**src/rtl/word_packer_pkg.sv**
```systemverilog
// Shared widths, state encoding and byte-pair packing helper for word_packer.
package word_packer_pkg;

  localparam int BYTE_W = 8;
  localparam int WORD_W = 16;

  typedef enum logic [1:0] {
    EMPTY     = 2'd0,
    HALF      = 2'd1,
    FULL      = 2'd2,
    FULL_HALF = 2'd3
  } packer_state_t;

  // Join two bytes in arrival order into one output word.
  function automatic logic [WORD_W-1:0] pack_pair(
    input logic [BYTE_W-1:0] first_byte,
    input logic [BYTE_W-1:0] second_byte,
    input bit                lsb_first
  );
    if (lsb_first) begin
      return {second_byte, first_byte};
    end
    return {first_byte, second_byte};
  endfunction

endpackage

```
**src/rtl/word_packer_if.sv**
```systemverilog
// Byte-in / word-out handshake bundle plus flush strobe and status of word_packer.
interface word_packer_if
  import word_packer_pkg::*;
#(
  parameter int CNT_W = 8
);

  logic              clr;
  logic [BYTE_W-1:0] in_data;
  logic              in_valid;
  logic              in_ready;
  logic [WORD_W-1:0] data;
  logic              out_valid;
  logic              out_ready;
  logic              clr_done;
  logic [CNT_W-1:0]  word_cnt;
  logic              busy;

  // Producer/consumer side that drives the byte stream and takes the words.
  modport master (
    output clr, in_data, in_valid, out_ready,
    input  in_ready, data, out_valid, clr_done, word_cnt, busy
  );

  modport slave (
    input  clr, in_data, in_valid, out_ready,
    output in_ready, data, out_valid, clr_done, word_cnt, busy
  );

endinterface

```
**src/rtl/word_packer.sv**
```systemverilog
// Packs an 8-bit valid/ready byte stream into 16-bit valid/ready words through a
// one-word-plus-one-byte buffer; clr flushes everything and zeroes data before clr_done.
module word_packer
  import word_packer_pkg::*;
#(
  parameter bit LSB_FIRST = 1'b1,
  parameter int CNT_W     = 8
) (
  input  logic          clk,
  input  logic          reset,
  word_packer_if.slave  bus
);

  packer_state_t     state_q, state_d;
  logic [WORD_W-1:0] data_q, data_d;
  logic [BYTE_W-1:0] lo_q, lo_d;
  logic [CNT_W-1:0]  word_cnt_q, word_cnt_d;
  logic              out_valid_q, out_valid_d;
  logic              clr_done_q;

  logic              in_ready;
  logic              accept;
  logic              drain;

  always_comb begin
    state_d    = state_q;
    data_d     = data_q;
    lo_d       = lo_q;
    word_cnt_d = word_cnt_q;

    // Ready depends only on state, clr and reset so it never loops back through in_valid.
    in_ready = reset && !bus.clr && (state_q != FULL_HALF);
    accept   = bus.in_valid && in_ready;
    drain    = out_valid_q && bus.out_ready;

    if (bus.clr) begin
      state_d    = EMPTY;
      data_d     = '0;
      lo_d       = '0;
      word_cnt_d = '0;
    end else begin
      if (drain) begin
        word_cnt_d = word_cnt_q + CNT_W'(1);
      end

      unique case (state_q)
        EMPTY: begin
          if (accept) begin
            lo_d    = bus.in_data;
            state_d = HALF;
          end
        end
        HALF: begin
          if (accept) begin
            data_d  = pack_pair(lo_q, bus.in_data, LSB_FIRST);
            state_d = FULL;
          end
        end
        FULL: begin
          if (drain && accept) begin
            lo_d    = bus.in_data;
            state_d = HALF;
          end else if (drain) begin
            state_d = EMPTY;
          end else if (accept) begin
            lo_d    = bus.in_data;
            state_d = FULL_HALF;
          end
        end
        FULL_HALF: begin
          // The byte already held becomes the first half of the next word.
          if (drain) begin
            state_d = HALF;
          end
        end
      endcase
    end

    out_valid_d = (state_d == FULL) || (state_d == FULL_HALF);
  end

  always_ff @(posedge clk or negedge reset) begin
    if (!reset) begin
      state_q     <= EMPTY;
      data_q      <= '0;
      lo_q        <= '0;
      word_cnt_q  <= '0;
      out_valid_q <= 1'b0;
      clr_done_q  <= 1'b0;
    end else begin
      state_q     <= state_d;
      data_q      <= data_d;
      lo_q        <= lo_d;
      word_cnt_q  <= word_cnt_d;
      out_valid_q <= out_valid_d;
      clr_done_q  <= bus.clr;
    end
  end

  assign bus.in_ready  = in_ready;
  assign bus.data      = data_q;
  assign bus.out_valid = out_valid_q;
  assign bus.clr_done  = clr_done_q;
  assign bus.word_cnt  = word_cnt_q;
  assign bus.busy      = (state_q != EMPTY);

endmodule

```
**src/flat_wrapper.sv**
```systemverilog
// flat-port wrapper written by rule: the top's interface ports become plain ports
module word_packer_flat import word_packer_pkg::*;
#(
  parameter bit LSB_FIRST = 1'b1,
  parameter int CNT_W     = 8
)
  (clk, reset, bus_clr, bus_in_data, bus_in_valid, bus_out_ready, bus_in_ready, bus_data, bus_out_valid, bus_clr_done, bus_word_cnt, bus_busy);
  word_packer_if #(.CNT_W(CNT_W)) bus_i ();
  input  logic clk;
  input  logic reset;
  input wire logic [$bits(bus_i.clr)-1:0] bus_clr;
  input wire logic [$bits(bus_i.in_data)-1:0] bus_in_data;
  input wire logic [$bits(bus_i.in_valid)-1:0] bus_in_valid;
  input wire logic [$bits(bus_i.out_ready)-1:0] bus_out_ready;
  output wire logic [$bits(bus_i.in_ready)-1:0] bus_in_ready;
  output wire logic [$bits(bus_i.data)-1:0] bus_data;
  output wire logic [$bits(bus_i.out_valid)-1:0] bus_out_valid;
  output wire logic [$bits(bus_i.clr_done)-1:0] bus_clr_done;
  output wire logic [$bits(bus_i.word_cnt)-1:0] bus_word_cnt;
  output wire logic [$bits(bus_i.busy)-1:0] bus_busy;
  assign bus_i.clr = bus_clr;
  assign bus_i.in_data = bus_in_data;
  assign bus_i.in_valid = bus_in_valid;
  assign bus_i.out_ready = bus_out_ready;
  assign bus_in_ready = bus_i.in_ready;
  assign bus_data = bus_i.data;
  assign bus_out_valid = bus_i.out_valid;
  assign bus_clr_done = bus_i.clr_done;
  assign bus_word_cnt = bus_i.word_cnt;
  assign bus_busy = bus_i.busy;
  word_packer #(.LSB_FIRST(LSB_FIRST), .CNT_W(CNT_W)) u_core (.clk(clk), .reset(reset), .bus(bus_i));
endmodule
```
**config.mk**
```make
export PLATFORM = sky130hd
export DESIGN_NAME = word_packer_flat
export DESIGN_NICKNAME = d
export VERILOG_FILES = /design/src/rtl/word_packer_pkg.sv /design/src/rtl/word_packer_if.sv /design/src/rtl/word_packer.sv /design/src/flat_wrapper.sv
export SDC_FILE = /design/constraint.sdc
export NUM_CORES = 1
export LEC_CHECK = 0
export BUFFER_PORTS_ARGS = -buffer_cell sky130_fd_sc_hd__buf_2
export CAP_MARGIN = 10
export CORE_MARGIN = 2
export CORE_UTILIZATION = 56
export DETAILED_ROUTE_END_ITERATION = 10
export PLACE_DENSITY_LB_ADDON = 0.3
export SYNTH_ARGS = -nofsm -noshare
export SYNTH_HDL_FRONTEND = slang
export SYNTH_SLANG_ARGS = --single-unit
```
**constraint.sdc**
```tcl
create_clock -name clk -period 2.2 [get_ports clk]
set_input_delay 0.44 -clock clk [delete_from_list [all_inputs] [get_ports clk]]
set_output_delay 0.44 -clock clk [all_outputs]
set_load 0.03 [all_outputs]
```
==> run_results.csv, run 1 <==
group,metric,value,unit
synth,muxShareOfSynthArea,16.16,%
final_layout,area_growth,19.58,%
timing,finalHoldViolCount,0,
floorplan,start_util,58.90,%
grt,grt_use_total,21.20,%
worst_setup_path,reg2reg_slack,0.70,ns
timing,min_period,1.685,ns
synth,ys_seq_elements,36,
clock_network,hold_buffers,0,
synth,synth_xor_area_share,1.088,%
worst_setup_path,startpoint,"u_core.state_q[0]",
timing,finalClockSkew,0.009432,ns
grt,grt_pass1_vias,1191,
clock_network,cts-root-buf,"clkbuf_4",
synth,syn_inst,136,
final_layout,drive_gt1_share,40.11,%
clock_network,cts_sinks,36,
clock_network,insertion_delay,0.33,ns
synth,syn_area,1610,µm²
routing,post-route-drc-count,0,
timing,max_clock_freq,0.5935,GHz
pwr,power_density,636.5,nW/µm²
final_layout,final_nets,195,
timing,max_slew_margin,69.51,%
timing,period_share,76.59,%
placement,dp_hpwl,2225,µm
synth,yosysWarningCount,0,
floorplan,rows,19,
floorplan,pin_count,41,
placement,dpl.cell_count,205,
final_layout,final_cells,213,
outcome,status,"completed",
timing,worstMarginPinSlew,0.4573,ns
routing,drt-met1-wl,1342,µm
floorplan,design.core.area,2734,µm²
synth,ys_seq_area_share,55.94,%
timing,fin_tns_setup,0,ns
clock_network,cts_made_buffers,5,
worst_setup_path,required,1.76,ns
synth,synth_compound_area_share,5.128,%
routing,drt-pass1-iter-count,4,
routing,drtAntennaViolNets,0,
synth,syn_nets,150,
clock_network,cts_tree,"done",
routing,drtIter0Drc,47,
timing,rsz0062_at_grt,"no",
grt,grt_overflow,0,
final_layout,diodes,0,
worst_setup_path,critPathMaxFanout,5,
clock_network,clk_pin_slew,0.11,ns
grt,grt_max_degree,38,
timing,slew_viol_final,0,
floorplan,fp.dieH,57.63,µm
clock_network,clock_path_buffers,2,
synth,synth_top_family_by_area,"simple AND/OR/NAND/NOR gates",
floorplan,die_w,57.63,µm
worst_setup_path,end_kind,"primary output",
synth,synthAdderAreaFrac,0.7770,%
synth,syn_avg_cell_area,11.84,µm²
timing,whs,0.1841,ns
routing,top_layer,"met4",
synth,yosysTopAreaCell,"dfrtp_1",
routing,met3_length,136,µm
grt,antenna_found_initial,0,
worst_setup_path,cp.arrival,1.24,ns
routing,vias,1172,
synth,synth_cell_types,28,
pwr,p_leak,0.9961,nW
floorplan,die_area,3321,µm²
worst_hold_path,hp-class,"input pin to async pin",
run,max-cap-violations,0,
clock_network,cts_resized,0,
synth,synth.top_cell.area_share,55.94,%
routing,routed_wl,3107,µm
routing,met2WireLength,1597,µm
grt,grt_first_pass_wirelength,5361,µm
clock_network,htreeDepth,2,
routing,routedWlPerCell,14.59,µm
routing,avgViaCountPerCell,5.502,
clock_network,cts_setup_buffers,0,
placement,place.gp.congestion,0.8044,
timing,finalSetupViolCount,0,
worst_setup_path,worst_setup_path_start_kind,"register",
placement,io_buffer_count,40,
synth,synthTopCellsByArea,"dfrtp_1 56%, mux2_2 11%, nor2b_1 6.2%",
worst_setup_path,worstReg2RegStart,"u_core.state_q[1]",
synth,synthSimpleGateAreaFrac,17.72,%
worst_setup_path,critPathKind,"register to primary output",
pwr,ir_worst_vdd,522.8,µV
[flip-flops by register name (all words and copies together) (netlist names)]
name,count
u_core.bus.data,16
u_core.bus.word_cnt,8
u_core.lo_q,8
u_core.bus.out_valid,1
u_core.state_q,2
u_core.bus.clr_done,1
[layout by cell type (no fill, tap or decap)]
master / n
a211oi_1: 1
nor2b_1: 16
mux2_2: 16
nand2b_1: 1
or3_2: 1
xor2_1: 1
dfrtp_1: 36
or4_1: 2
or2_2: 1
xnor2_1: 1
a21oi_1: 9
nor3_1: 1
mux2i_1: 8
inv_1: 3
o21ai_0: 3
o31ai_1: 2
nand3_1: 3
nand4_1: 2
bufinv_16: 1
nor2_1: 11
buf_4: 4
clkinvlp_4: 1
buf_2: 40
nand4_2: 1
ha_1: 1
clkinv_2: 1
nor4bb_2: 1
clkbuf_4: 5
nor3_4: 1
nand2_1: 5
or3_1: 3
[worst max-delay path, cell delays in order (launching register included)]
cell	delay [ns]
dfrtp_1	0.44
or2_2	0.30
buf_2	0.18
[worst paths after layout]
kind                                     endpoint  depth (start not counted)
min in group clk               u_core.bus.data[9]                          2
max in group asynchronous      u_core.bus.data[3]                          2
min reg2reg                    u_core.bus.data[2]                          1
max reg2reg                    u_core.bus.data[4]                          4
min                        u_core.bus.word_cnt[2]                          2
max                                      bus_busy                          2
[Yosys cell counts]
library cell / instances
a211oi_1: 1
a21oi_1: 9
buf_2: 4
buf_8: 1
clkbuf_2: 1
dfrtp_1: 36
ha_1: 1
inv_1: 3
mux2_2: 16
mux2i_1: 8
nand2_1: 5
nand2b_1: 1
nand3_1: 3
nand4_1: 2
nand4_2: 1
nor2_1: 11
nor2b_1: 16
nor3_1: 1
nor3_4: 1
nor4bb_1: 1
o21ai_0: 3
o31ai_1: 2
or2_2: 1
or3_1: 3
or3_2: 1
or4_1: 2
xnor2_1: 1
xor2_1: 1
[metal layers]
metal  track usage (%)  vias up
met2             36.69       31
li1                  -      562
met5                 0        -
met1             25.72      575
met4             7.973        0
met3             5.134        4
[power by group]
group          switching, mW  internal (mW)  total, mW
Clock                  0.212          0.237      0.449
Combinational         0.0639         0.0328     0.0967
Sequential           0.00734          0.672      0.680
Total                  0.284          0.942       1.23
[metrics by stage]
stage	setup WS, ns	util, %	power [mW]	instance area (µm²)
finish	0.5150	70.43	1.226	1926
global route	0.4465	70.43	1.281	1926
CTS	0.4931	70.43	1.240	1926
detailed placement	0.5226	67.51	0.7905	1846
global placement	0.5684	67.51	0.7856	1846
floorplan	0.05338	-	0.7443	1610
[cell type report]
type | count | area (µm²)
Sequential cell | 36 | 900.9
Fill cell | 208 | 808.3
Multi-Input combinational cell | 91 | 664.4
Timing Repair Buffer | 44 | 230.2
Clock inverter | 3 | 42.54
Tap cell | 31 | 38.79
Clock buffer | 5 | 37.54
Inverter | 3 | 11.26
[kinds of logic after synthesis]
logic type	after synthesis
buffers and inverters	9
and+or+nand+nor	49
AOI/OAI and AO/OA	15
DFF	36
adders and majority gates	1
muxes	24
xor gates and xnor gates	2
(Power assumes the default switching activity.)
==> inputs of run 2 (changes only) <==
--- a/config.mk
+++ b/config.mk
@@ -5,10 +5,11 @@
 export SDC_FILE = /design/constraint.sdc
 export NUM_CORES = 1
 export LEC_CHECK = 0
+export ABC_AREA = 1
 export BUFFER_PORTS_ARGS = -buffer_cell sky130_fd_sc_hd__buf_2
 export CAP_MARGIN = 10
 export CORE_MARGIN = 2
-export CORE_UTILIZATION = 56
+export CORE_UTILIZATION = 52
 export DETAILED_ROUTE_END_ITERATION = 10
 export PLACE_DENSITY_LB_ADDON = 0.3
 export SYNTH_ARGS = -nofsm -noshare
==> constraint.sdc (replaced) <==
create_clock -name clk -period 1.7 [get_ports clk]
set_input_delay 0.34 -clock clk [delete_from_list [all_inputs] [get_ports clk]]
set_output_delay 0.34 -clock clk [all_outputs]
set_load 0.03 [all_outputs]
==> run 2 against run 1 <==
Effect of this change: combinational power is 46% higher; via count up 34%; sequential power rose by 29%; worst setup slack got worse by 0.44 ns; first-iteration DRC count is 66% higher; final area is 6.0% higher; sequential share of layout area fell by 2.6 points; clock skew fell by 0.0024 ns; critical path depth is 1 higher; synthesized cell count up 57%; core utilization fell by 4.7 points; critical endpoint is now bus_in_ready; largest cell class unchanged.
==> run_results.csv, run 2 <==
group,metric,value,unit
worst_setup_path,end_kind,"primary output",
synth,syn_avg_cell_area,7.992,µm²
worst_setup_path,cpPeakStageDelay,0.45,ns
timing,slew_viol_final,0,
routing,drtIter0Drc,78,
floorplan,fp.dieH,61.35,µm
synth,syn_area,1710,µm²
synth,synth.top_cell.area_share,52.67,%
grt,grt_pass1_vias,1419,
synth,synth_cell_types,24,
timing,max_slew_margin,79.34,%
clock_network,insertion_delay,0.33,ns
routing,drtAntennaViolNets,0,
final_layout,final_core_util,65.77,%
clock_network,cts_setup_buffers,0,
worst_setup_path,required,1.36,ns
synth,yosysTopAreaCell,"dfrtp_1",
worst_setup_path,reg2reg_slack,0.36,ns
worst_setup_path,r2r_end,"u_core.bus.data[8]",
timing,worstMarginPinSlew,0.3076,ns
worst_setup_path,critPathMaxFanout,9,
routing,routed_wl,3754,µm
synth,yosysWarningCount,0,
pwr,p_total,1.432,mW
final_layout,final_cell_mix,"82 x nand2_1, 40 x buf_2, 35 x dfrtp_1",
worst_setup_path,path_cells,"nand2_4 > and2_4 > buf_2",
routing,drt-pass1-iter-count,4,
floorplan,pin_count,41,
timing,finalClockSkew,0.007069,ns
run,max-cap-violations,0,
clock_network,clock_path_buffers,2,
timing,finalSetupViolCount,0,
final_layout,diodes,0,
grt,grt_use_total,22.76,%
synth,ys_seq_elements,36,
synth,synth_edf_count,0,
worst_setup_path,worstReg2RegStart,"u_core.state_q[1]",
synth,syn_nets,228,
floorplan,start_util,55.12,%
pwr,power_density,701.7,nW/µm²
outcome,status,"completed",
final_layout,largest_register_ffs,16,
timing,rsz0062_at_grt,"no",
synth,synthArstFlopShare,100.0,%
timing,whs,0.03776,ns
placement,place.gp.congestion,0.8268,
timing,period_share,95.59,%
floorplan,rows,20,
timing,fin_tns_setup,0,ns
synth,yosysMostFrequentCell,"nand2_1",
synth,synth_flop_cell,"dfrtp_1",
floorplan,design.core.area,3103,µm²
timing,max_clock_freq,0.6154,GHz
final_layout,final_common_cell,"nand2_1",
routing,post-route-drc-count,0,
worst_setup_path,worst_setup_path_start_kind,"register",
routing,met2WireLength,1662,µm
worst_setup_path,cp_top_family,"flip-flops",
final_layout,area_growth,19.31,%
floorplan,die_area,3764,µm²
routing,top_layer,"met4",
final_layout,drive_gt1_share,24.43,%
grt,grt_first_pass_wirelength,6203,µm
grt,antenna_found_initial,0,
placement,dp_hpwl,2768,µm
worst_setup_path,ff2ff_path_depth,6,
floorplan,die_w,61.35,µm
synth,syn_inst,214,
pwr,p_leak,1.198,nW
clock_network,cts_made_buffers,5,
placement,io_buffer_count,40,
worst_hold_path,hp-class,"input pin to async pin",
routing,routedWlPerCell,12.27,µm
timing,finalHoldViolCount,0,
worst_setup_path,cp_num_buf_inv,1,
clock_network,htreeDepth,2,
timing,min_period,1.625,ns
clock_network,clk_pin_slew,0.10,ns
synth,synthTopCellsByCount,"82 x nand2_1, 36 x dfrtp_1, 31 x nand3_1",
routing,avgViaCountPerCell,5.147,
routing,vias,1575,
synth,synthTopCellsByArea,"dfrtp_1 53%, nand2_1 18%, nand3_1 9.1%",
routing,met3_length,210,µm
synth,ys_seq_area_share,52.67,%
clock_network,cts_tree,"done",
pwr,ir_worst_vdd,442.3,µV
worst_setup_path,critPathKind,"register to primary output",
worst_setup_path,cp.arrival,1.29,ns
grt,grt_overflow,0,
grt,grt_max_degree,24,
routing,drt-met1-wl,1834,µm
worst_setup_path,crit_slowest_cell,"dfrtp_1",
final_layout,final_nets,276,
clock_network,cts_sinks,36,
clock_network,cts-root-buf,"clkbuf_4",
[run 2: cells by family (layout without fill, tap and decap cells)]
family	count (synthesis)	in the layout	synth area share [%]
AOI/OAI and AO/OA	15	15	4.682
DFF	36	36	52.67
buffers and inverters	23	71	6.071
and+or+nand+nor	139	139	35.85
adders and majority gates	1	1	0.7314
[run 2: power by group]
part           switching (mW)  internal (mW)  total [mW]
sequential             0.0101          0.869       0.879
combinational          0.0956         0.0453       0.141
clock                   0.260          0.152       0.412
total                   0.365           1.07        1.43
[run 2: layer usage]
layer  vias up  GRT usage [%]
li1        795              -
met1       733          31.74
met2        41          34.19
met3         6          6.933
met4         0          7.599
met5         -              0
[run 2: worst max-delay path by stage]
stage	start	to	slack, ns	cells after the start
2_1_floorplan	u_core.bus.word_cnt[1]	u_core.bus.word_cnt[4]	0.33	6
3_3_place_gp	bus_clr	u_core.bus.data[8]	0.30	7
3_5_place_dp	bus_clr	u_core.bus.data[8]	0.24	7
4_1_cts	u_core.state_q[0]	bus_in_ready	0.03	3
5_1_grt	u_core.state_q[1]	bus_in_ready	0.008	3
6_report	u_core.state_q[1]	bus_in_ready	0.07	3
[run 2: what timing repair did]
| item | CTS | global route |
|---|---|---|
| setup endpoints to repair | 0 | 1 |
| gates resized for setup | 0 | 2 |
| hold buffers | 1 | 0 |
| hold endpoints to repair | 9 | 0 |
[run 2: worst reg2reg max path, cell delays in order (launching register included)]
cell and delay [ns]:
dfrtp_1 0.45, nand2_4 0.14, and2_4 0.17, nand3_2 0.11
inv_2 0.24, nand2_1 0.10, nand2_1 0.08
[run 2: through the flow]
stage	instance area (µm²)	worst slack, ns	instances
2_1_floorplan	1710	0.3327	214
5_1_grt	2041	0.007536	306
6_report	2041	0.07500	306
3_3_place_gp	1978	0.3016	298
4_1_cts	2034	0.03392	306
3_5_place_dp	1978	0.2425	298
[run 2: layout make-up]
type | instances | area (µm²)
Clock inverter | 1 | 5.005
Multi-Input combinational cell | 155 | 710.7
Timing Repair Buffer | 49 | 270.3
Sequential cell | 36 | 902.1
Tap cell | 44 | 55.05
Inverter | 15 | 56.30
Fill cell | 298 | 1062
Clock buffer | 6 | 41.29
